## src/rtl/mmio_interconnect_if.sv

```systemverilog
// CPU-side request/response bus of the MMIO interconnect.
interface mmio_interconnect_if #(
    parameter int ADDR_W = 32,
    parameter int DATA_W = 32
);
    logic                m_valid;
    logic                m_ready;
    logic                m_we;
    logic [ADDR_W-1:0]   m_addr;
    logic [DATA_W-1:0]   m_wdata;
    logic [DATA_W/8-1:0] m_be;
    logic                m_rsp_valid;
    logic [DATA_W-1:0]   m_rdata;
    logic                m_err;

    modport master (
        output m_valid, m_we, m_addr, m_wdata, m_be,
        input  m_ready, m_rsp_valid, m_rdata, m_err
    );

    modport slave (
        input  m_valid, m_we, m_addr, m_wdata, m_be,
        output m_ready, m_rsp_valid, m_rdata, m_err
    );
endinterface

```

## src/rtl/mmio_interconnect.sv

```systemverilog
// Address decode, wait-state handshake and error response between the CPU
// data port and NUM_SLAVES memory-mapped targets. One transaction in flight.
module mmio_interconnect #(
    parameter int                         NUM_SLAVES     = 4,
    parameter int                         ADDR_W         = 32,
    parameter int                         DATA_W         = 32,
    parameter logic [NUM_SLAVES*ADDR_W-1:0] SLAVE_BASE   =
        {32'h2000_0000, 32'h0200_4000, 32'h1000_0000, 32'h0000_0000},
    parameter logic [NUM_SLAVES*ADDR_W-1:0] SLAVE_MASK   =
        {32'hFFFF_FF00, 32'hFFFF_FFF0, 32'hFFF0_0000, 32'hFFF8_0000},
    parameter int                         TIMEOUT_CYCLES = 255
) (
    input  logic                         clk,
    input  logic                         rst,
    mmio_interconnect_if.slave           bus,
    output logic [15:0]                  err_count,
    output logic [NUM_SLAVES-1:0]        s_sel,
    output logic                         s_we,
    output logic [ADDR_W-1:0]            s_addr,
    output logic [DATA_W-1:0]            s_wdata,
    output logic [DATA_W/8-1:0]          s_be,
    input  logic [NUM_SLAVES-1:0]        s_ready,
    input  logic [NUM_SLAVES*DATA_W-1:0] s_rdata
);

    typedef enum logic [1:0] {IDLE, ACCESS, RESP} state_t;

    state_t                  state;
    state_t                  state_next;
    logic                    hit;
    logic [NUM_SLAVES-1:0]   hit_sel;
    logic [ADDR_W-1:0]       hit_base;
    logic [DATA_W-1:0]       rdata_sel;
    logic                    sel_ready;
    logic                    timeout_hit;
    logic                    err_inc;
    logic [15:0]             err_next;
    logic [31:0]             tmo_count;

    assign bus.m_ready     = (state == IDLE);
    assign bus.m_rsp_valid = (state == RESP);
    assign sel_ready       = |(s_ready & s_sel);
    assign timeout_hit     = (TIMEOUT_CYCLES != 0) &&
                             (tmo_count == 32'(TIMEOUT_CYCLES - 1));

    // Decode the incoming address; walking down from the top lets the lowest matching index win.
    always_comb begin
        hit      = 1'b0;
        hit_sel  = '0;
        hit_base = '0;
        for (int i = NUM_SLAVES - 1; i >= 0; i--) begin
            if ((bus.m_addr & SLAVE_MASK[i*ADDR_W +: ADDR_W]) == SLAVE_BASE[i*ADDR_W +: ADDR_W]) begin
                hit      = 1'b1;
                hit_sel  = NUM_SLAVES'(1) << i;
                hit_base = SLAVE_BASE[i*ADDR_W +: ADDR_W];
            end
        end
    end

    // Pick the read data of the currently selected slave.
    always_comb begin
        rdata_sel = '0;
        for (int i = 0; i < NUM_SLAVES; i++) begin
            if (s_sel[i]) begin
                rdata_sel = s_rdata[i*DATA_W +: DATA_W];
            end
        end
    end

    // Error responses come from a decode miss at accept or a timeout without ready.
    always_comb begin
        err_inc  = ((state == IDLE) && bus.m_valid && !hit) ||
                   ((state == ACCESS) && !sel_ready && timeout_hit);
        err_next = (err_inc && (err_count != 16'hFFFF)) ? err_count + 16'd1 : err_count;
    end

    // State register.
    always_ff @(posedge clk or negedge rst) begin
        if (!rst) begin
            state <= IDLE;
        end else begin
            state <= state_next;
        end
    end

    // Next-state logic: misses skip straight to the response, hits wait for ready or timeout.
    always_comb begin
        state_next = state;
        case (state)
            IDLE: begin
                if (bus.m_valid) begin
                    state_next = hit ? ACCESS : RESP;
                end
            end
            ACCESS: begin
                if (sel_ready || timeout_hit) begin
                    state_next = RESP;
                end
            end
            RESP:    state_next = IDLE;
            default: state_next = IDLE;
        endcase
    end

    // Request latching, slave-side outputs, response capture and the error counter.
    always_ff @(posedge clk or negedge rst) begin
        if (!rst) begin
            s_sel       <= '0;
            s_we        <= 1'b0;
            s_addr      <= '0;
            s_wdata     <= '0;
            s_be        <= '0;
            bus.m_rdata <= '0;
            bus.m_err   <= 1'b0;
            tmo_count   <= '0;
            err_count   <= '0;
        end else begin
            err_count <= err_next;
            case (state)
                IDLE: begin
                    if (bus.m_valid) begin
                        s_we      <= bus.m_we;
                        s_addr    <= bus.m_addr - hit_base;
                        s_wdata   <= bus.m_wdata;
                        s_be      <= bus.m_be;
                        s_sel     <= hit_sel;
                        tmo_count <= '0;
                        if (!hit) begin
                            bus.m_rdata <= '0;
                            bus.m_err   <= 1'b1;
                        end
                    end
                end
                ACCESS: begin
                    tmo_count <= tmo_count + 32'd1;
                    if (sel_ready) begin
                        bus.m_rdata <= s_we ? '0 : rdata_sel;
                        bus.m_err   <= 1'b0;
                        s_sel       <= '0;
                    end else if (timeout_hit) begin
                        bus.m_rdata <= '0;
                        bus.m_err   <= 1'b1;
                        s_sel       <= '0;
                    end
                end
                default: begin
                end
            endcase
        end
    end

endmodule

```

## src/flat_wrapper.sv

```systemverilog
// flat-port wrapper written by rule: the top's interface ports become plain ports
module mmio_interconnect_flat 
#(
    parameter int                         NUM_SLAVES     = 4,
    parameter int                         ADDR_W         = 32,
    parameter int                         DATA_W         = 32,
    parameter logic [NUM_SLAVES*ADDR_W-1:0] SLAVE_BASE   =
        {32'h2000_0000, 32'h0200_4000, 32'h1000_0000, 32'h0000_0000},
    parameter logic [NUM_SLAVES*ADDR_W-1:0] SLAVE_MASK   =
        {32'hFFFF_FF00, 32'hFFFF_FFF0, 32'hFFF0_0000, 32'hFFF8_0000},
    parameter int                         TIMEOUT_CYCLES = 255
)
  (clk, rst, err_count, s_sel, s_we, s_addr, s_wdata, s_be, s_ready, s_rdata, bus_m_valid, bus_m_we, bus_m_addr, bus_m_wdata, bus_m_be, bus_m_ready, bus_m_rsp_valid, bus_m_rdata, bus_m_err);
  mmio_interconnect_if #(.ADDR_W(ADDR_W), .DATA_W(DATA_W)) bus_i ();
  input  logic clk;
  input  logic rst;
  output logic [15:0] err_count;
  output logic [NUM_SLAVES-1:0] s_sel;
  output logic s_we;
  output logic [ADDR_W-1:0] s_addr;
  output logic [DATA_W-1:0] s_wdata;
  output logic [DATA_W/8-1:0] s_be;
  input  logic [NUM_SLAVES-1:0] s_ready;
  input  logic [NUM_SLAVES*DATA_W-1:0] s_rdata;
  input wire logic [$bits(bus_i.m_valid)-1:0] bus_m_valid;
  input wire logic [$bits(bus_i.m_we)-1:0] bus_m_we;
  input wire logic [$bits(bus_i.m_addr)-1:0] bus_m_addr;
  input wire logic [$bits(bus_i.m_wdata)-1:0] bus_m_wdata;
  input wire logic [$bits(bus_i.m_be)-1:0] bus_m_be;
  output wire logic [$bits(bus_i.m_ready)-1:0] bus_m_ready;
  output wire logic [$bits(bus_i.m_rsp_valid)-1:0] bus_m_rsp_valid;
  output wire logic [$bits(bus_i.m_rdata)-1:0] bus_m_rdata;
  output wire logic [$bits(bus_i.m_err)-1:0] bus_m_err;
  assign bus_i.m_valid = bus_m_valid;
  assign bus_i.m_we = bus_m_we;
  assign bus_i.m_addr = bus_m_addr;
  assign bus_i.m_wdata = bus_m_wdata;
  assign bus_i.m_be = bus_m_be;
  assign bus_m_ready = bus_i.m_ready;
  assign bus_m_rsp_valid = bus_i.m_rsp_valid;
  assign bus_m_rdata = bus_i.m_rdata;
  assign bus_m_err = bus_i.m_err;
  mmio_interconnect #(.NUM_SLAVES(NUM_SLAVES), .ADDR_W(ADDR_W), .DATA_W(DATA_W), .SLAVE_BASE(SLAVE_BASE), .SLAVE_MASK(SLAVE_MASK), .TIMEOUT_CYCLES(TIMEOUT_CYCLES)) u_core (.clk(clk), .rst(rst), .bus(bus_i), .err_count(err_count), .s_sel(s_sel), .s_we(s_we), .s_addr(s_addr), .s_wdata(s_wdata), .s_be(s_be), .s_ready(s_ready), .s_rdata(s_rdata));
endmodule
```

## config.mk

```make
export PLATFORM = sky130hd
export DESIGN_NAME = mmio_interconnect_flat
export DESIGN_NICKNAME = d
export VERILOG_FILES = /design/src/rtl/mmio_interconnect_if.sv /design/src/rtl/mmio_interconnect.sv /design/src/flat_wrapper.sv
export SDC_FILE = /design/constraint.sdc
export NUM_CORES = 1
export LEC_CHECK = 0
export CAP_MARGIN = 25
export CELL_PAD_IN_SITES_DETAIL_PLACEMENT = 0
export CELL_PAD_IN_SITES_GLOBAL_PLACEMENT = 1
export CORE_MARGIN = 5
export CORE_UTILIZATION = 25
export CTS_CLUSTER_DIAMETER = 80
export DETAILED_ROUTE_END_ITERATION = 7
export PLACE_DENSITY = 0.69
export SETUP_SLACK_MARGIN = 0.1
export SLEW_MARGIN = 0
export SYNTH_ARGS = -nofsm -noshare
export SYNTH_HDL_FRONTEND = slang
export SYNTH_SLANG_ARGS = --single-unit
```

## constraint.sdc

```tcl
create_clock -name clk -period 3.27 [get_ports clk]
set_input_delay 0.4905 -clock clk [delete_from_list [all_inputs] [get_ports clk]]
set_output_delay 0.4905 -clock clk [all_outputs]
set_load 0.05 [all_outputs]
```

Word-level counts from Yosys, hierarchy flattened:

Cells that the tools add are included.

* $add $sub $neg: 3
* multipliers: 0
* div/mod/pow operators: 0
* $lt $le $gt $ge: 0
* equal/unequal tests: 11
* shift operators: 0
* mux-type cells: 37
* bitwise operators: 1
* reductions and logical operators: 18

Operator list (count)
* 32-bit two-way mux: 13
* 32-bit one-hot mux with 2 select lines: 2
* 32-bit by 1-bit adder with 32-bit output, second input constant: 1
* 32-bit by 8-bit equality test with 1-bit output, second input constant: 1
* 32-bit zero test: 1
* 32-bit subtractor: 1
* 30-bit two-way mux: 1
* 28-bit by 22-bit equality test with 1-bit output, second input constant: 1
* 4-bit two-way mux: 7
* 24-bit by 22-bit equality test with 1-bit output, second input constant: 1
* 16-bit by 1-bit adder with 16-bit output, second input constant: 1
* 16-bit != test, second input constant: 1
* 12-bit by 9-bit equality test with 1-bit output, second input constant: 1
* 1-bit two-way mux: 8
* 4-bit one-hot mux with 2 select lines: 1
* 2-bit two-way mux: 3
* 2-bit != test, second input constant: 3
* 2-bit AND reduction: 3
* 1-bit logical AND: 5
* 4-bit AND: 1
* 2-bit one-hot mux with 2 select lines: 1
* 4-bit AND reduction: 1
* 4-bit OR reduction: 1
* 3-bit by 1-bit != test with 1-bit output, second input constant: 1
* 8 further kinds: 10

* bits in registers: 156
* latch bits: 0
* memory bits (writable): 0
* bits in read-only memories: 0
* bits of input ports: 204
* output and inout bits: 124
* logic and storage cells: 80
* memories: 0

Logic depth before layout (Yosys ltp):

* depth after elaboration: 9
* mapped depth: 12
* mapped depth without buffers: 12

Worst setup path after synthesis:

Ideal clock, no wire load.

* path type: input to register
* start: input bus_m_addr[20]
* end: register u_core.s_addr[23]
* setup time: 129 ps
* data arrival time: 3222 ps
* setup slack: -81 ps
* cell stages on the path: 11
* cells stage by stage: or4_4 -> nor3_2 -> and2_1 -> nand2_1 -> inv_1 -> ha_1 -> or4b_1 -> or2_2 -> or4_1 -> xor2_1 -> o21ai_1

* word-level cells in the longest chain between the ends: 5
* elaborated cells on any way between the ends: 7

RTL lines
* from (decl): line flat_wrapper.sv:27 `input wire logic [$bits(bus_i.m_addr)-1:0] bus_m_addr;`
* 28-bit by 22-bit equality test with 1-bit output: line mmio_interconnect.sv:52 `if ((bus.m_addr & SLAVE_MASK[i*ADDR_W +: ADDR_W]) == SLAVE_BASE[i*ADDR_W +: ADDR_W]) begin`
* 32-bit two-way mux (3 in a row): line mmio_interconnect.sv:52
* 32-bit subtractor (*): line mmio_interconnect.sv:123 `s_addr <= bus.m_addr - hit_base;`
* to (signal assigned): line mmio_interconnect.sv:123
* to (decl): line mmio_interconnect.sv:19 `output logic [ADDR_W-1:0] s_addr,`

Every way passes the cells marked *; elsewhere a longest branch is shown, timed or not.
A chain may end at the register's enable or synchronous reset.

Worst setup path in the final report:

Ends and elaborated chain as after synthesis.

==> qor.yml <==
run_status:
  outcome: "completed"
global_route:
  grt_pass1_vias: 7715
  grt-ovfl-total: 0
  grt_max_degree: 73
  grt_pass1_wl_um: 45300
  antenna_found_initial: 1
  grt.total_usage: 0.163
timing:
  post-route-period-util: 0.946
  max_freq_ghz: 0.323
  setup_tns_ns: 0
  drv_slew: 0
  finalSetupViolations: 0
  fin_hold_ws_ns: 0.0577
  rsz0062_at_grt: "no"
  finalCriticalPeriod_ns: 3.09
  skew_ns: 0.0144
  slew_headroom: 0.502
  hold_violations: 0
  worst_slew_pin_slew_ns: 0.747
critical_path:
  r2r_slack_ns: 0.85
  path_class: "in2reg"
  end_kind: "register"
  cp_max_fo: 4
  critPathLaunchType: "input port"
  cp_data_required_time_ns: 3.57
  cp.arrival_ns: 3.39
drt:
  viasPerCell: 4.63
  drt-wirelength-per-cell_um: 17.8
  ant_nets: 0
  drc: 0
  num_vias: 7575
  wl_um: 29200
  drt_iter0_drc: 337
  dr.pass1.iters: 5
layout:
  drive_gt1_frac: 0.106
  nNetsFinal: 1435
  final_util: 0.403
  area_growth_syn_to_layout_pct: 60.3
  instances_no_fill: 1637
  num_antenna_cells: 0
yosys:
  postSynthAreaPerCell_um2: 9.10
  async_flop_share: 1.00
  synth_cells: 865
  synth_seq_area_share: 0.496
  synth_edf_count: 0
  syn_nets: 1078
  synth-main-ff-cell: "dfrtp_1"
  ys_ff_latch: 156
  yosysWarnings: 0
  synth_cell_types: 59
  synth.cell_area_um2: 7880
power_and_ir_drop:
  fin_total_pwr_w: 0.00586
  power.density_nw_per_um2: 464
  peakVddDrop_mv: 0.292
  leakage_nw: 5.58
die:
  fp.dieH_um: 187
  fp.dieW_um: 187
  coreArea_um2: 31300
  fp-row-count: 65
  initial_core_util: 0.252
  ios: 328
  dieArea_um2: 35100
job:
  cap_violations: 0
clock_tree:
  clock_path_buffers: 2
  worstSkewPairLatency_ns: 0.43
  ctsHoldBuffers: 0
  root_buffer: "clkbuf_16"
  cts_tree: "built"
  clk_pin_slew_ns: 0.07
  cts_buffers: 17
  numClockSinks: 156
  htree_levels: 4
place:
  dp_hpwl_um: 22000
  port_buffers: 327
  gp_congestion: 0.822
  dp.cells: 1600
worst_hold_path:
  min-delay-path-class: "in2async"
==> cell usage in the layout (no fill, tap or decap), types with 4 or more instances in the layout <==
cell type	n
a21o_1	4
a21oi_1	35
a22o_1	38
a22oi_1	31
and3_1	5
and4_1	8
buf_12	4
buf_4	58
clkbuf_16	17
clkdlybuf4s50_1	309
dfrtp_1	154
dlygate4sd2_1	10
dlymetal6s2s_1	7
ha_1	8
inv_1	7
mux2i_1	18
nand2_1	253
nand3_1	20
nand4_1	6
nor2_1	44
nor3_1	10
nor3b_1	4
nor4_1	12
nor4b_1	4
o211ai_1	6
o21ai_0	54
o21ai_1	4
o31ai_1	5
or4_4	4
xnor2_1	6
xor2_1	22
==> critical path, cell delays in order <==
cell	delay (ns)
dlygate4sd2_1	0.24
or4_4	0.55
nor3_4	0.25
and2_4	0.19
nand2_2	0.05
inv_2	0.05
ha_2	0.16
or4b_4	0.50
or2_4	0.28
or4_4	0.41
xor2_1	0.14
o21ai_1	0.07
==> routing by layer <==
metal / vias up / part of all wire / global-route usage
met5: - / 0 / 0
met4: 0 / 0.014 / 0.0342
met3: 23 / 0.079 / 0.0646
met2: 233 / 0.47 / 0.260
met1: 3578 / 0.44 / 0.212
li1: 3741 / - / -
==> synth_stat cells, types with 8 or more instances <==
master	instances	area, µm²
nor2_1	44	165
a22o_1	38	333
clkbuf_1	39	146
o21ai_0	54	270
dfrtp_1	156	3900
ha_1	9	113
inv_1	8	30.0
nor3_1	11	55.1
a22oi_1	31	233
and4_1	8	70.1
xor2_1	22	193
mux2i_1	18	180
a21oi_1	35	175
nand3_1	20	100
nand2_1	255	957
nor4_1	15	93.8
==> per-stage QoR <==
step / setup slack (ns) / cell area, µm²
after floorplan: 0.000938 / 7900
after global placement: -0.541 / 12000
after detailed placement: -0.540 / 12000
after CTS: 0.103 / 12600
after global routing: 0.0726 / 12600
final: 0.178 / 12600
==> path summary, 6_finish.rpt <==
path	start	end	cells past startpoint
worst max-delay path	bus_m_addr[20]	u_core.s_addr[23]	12
min in group clk	bus_m_addr[11]	u_core.s_addr[11]	3
worst max register to register	u_core.tmo_count[0]	u_core.err_count[11]	9
worst min-delay path	rst	u_core.s_wdata[15]	1
max in group asynchronous	rst	u_core.s_addr[10]	2
worst min register to register	u_core.s_wdata[28]	u_core.s_wdata[28]	2
==> report_power, final <==
group	internal (W)	switching (W)	leakage [nW]	total (W)
clock network	0.00102	0.000922	0.272	0.00194
registers	0.00210	0.000145	2.01	0.00225
logic	0.000658	0.00102	3.30	0.00167
total	0.00378	0.00208	5.58	0.00586
==> cells by family after synthesis <==
| kind of cell | count (synthesis) | share of synthesized area |
|---|---|---|
| adders and majority gates | 9 | 0.0143 |
| DFF | 156 | 0.496 |
| buffers and inverters | 59 | 0.0319 |
| muxes | 20 | 0.0262 |
| and+or+nand+nor | 402 | 0.234 |
| xor gates and xnor gates | 28 | 0.0311 |
| AOI/OAI and AO/OA | 191 | 0.167 |
==> registers in the layout (all words and copies together), names as in the netlist <==
signal / flops
u_core.bus.m_rdata: 32
u_core.s_addr: 32
u_core.s_wdata: 32
u_core.tmo_count: 32
u_core.err_count: 16
u_core.s_be: 4
u_core.s_sel: 4
u_core.state: 2
u_core.bus.m_err: 1
u_core.s_we: 1
==> timing repair <==
action,in CTS,in global routing
gates resized for setup,17,12
setup buffers,3,2
pin swaps,10,12
endpoints found under the setup margin,4,6
==> area by class of cell <==
class                      count  area [µm²]
timing repair buffer         389        3790
inverter                       8        30.0
clock buffer                  18         439
fill                        3136       18700
sequential                   156        3910
multi-input combinational    650        3820
tap                          402         503
clock inverter                14         130
Note: power is estimated with default switching activity, not from simulation.
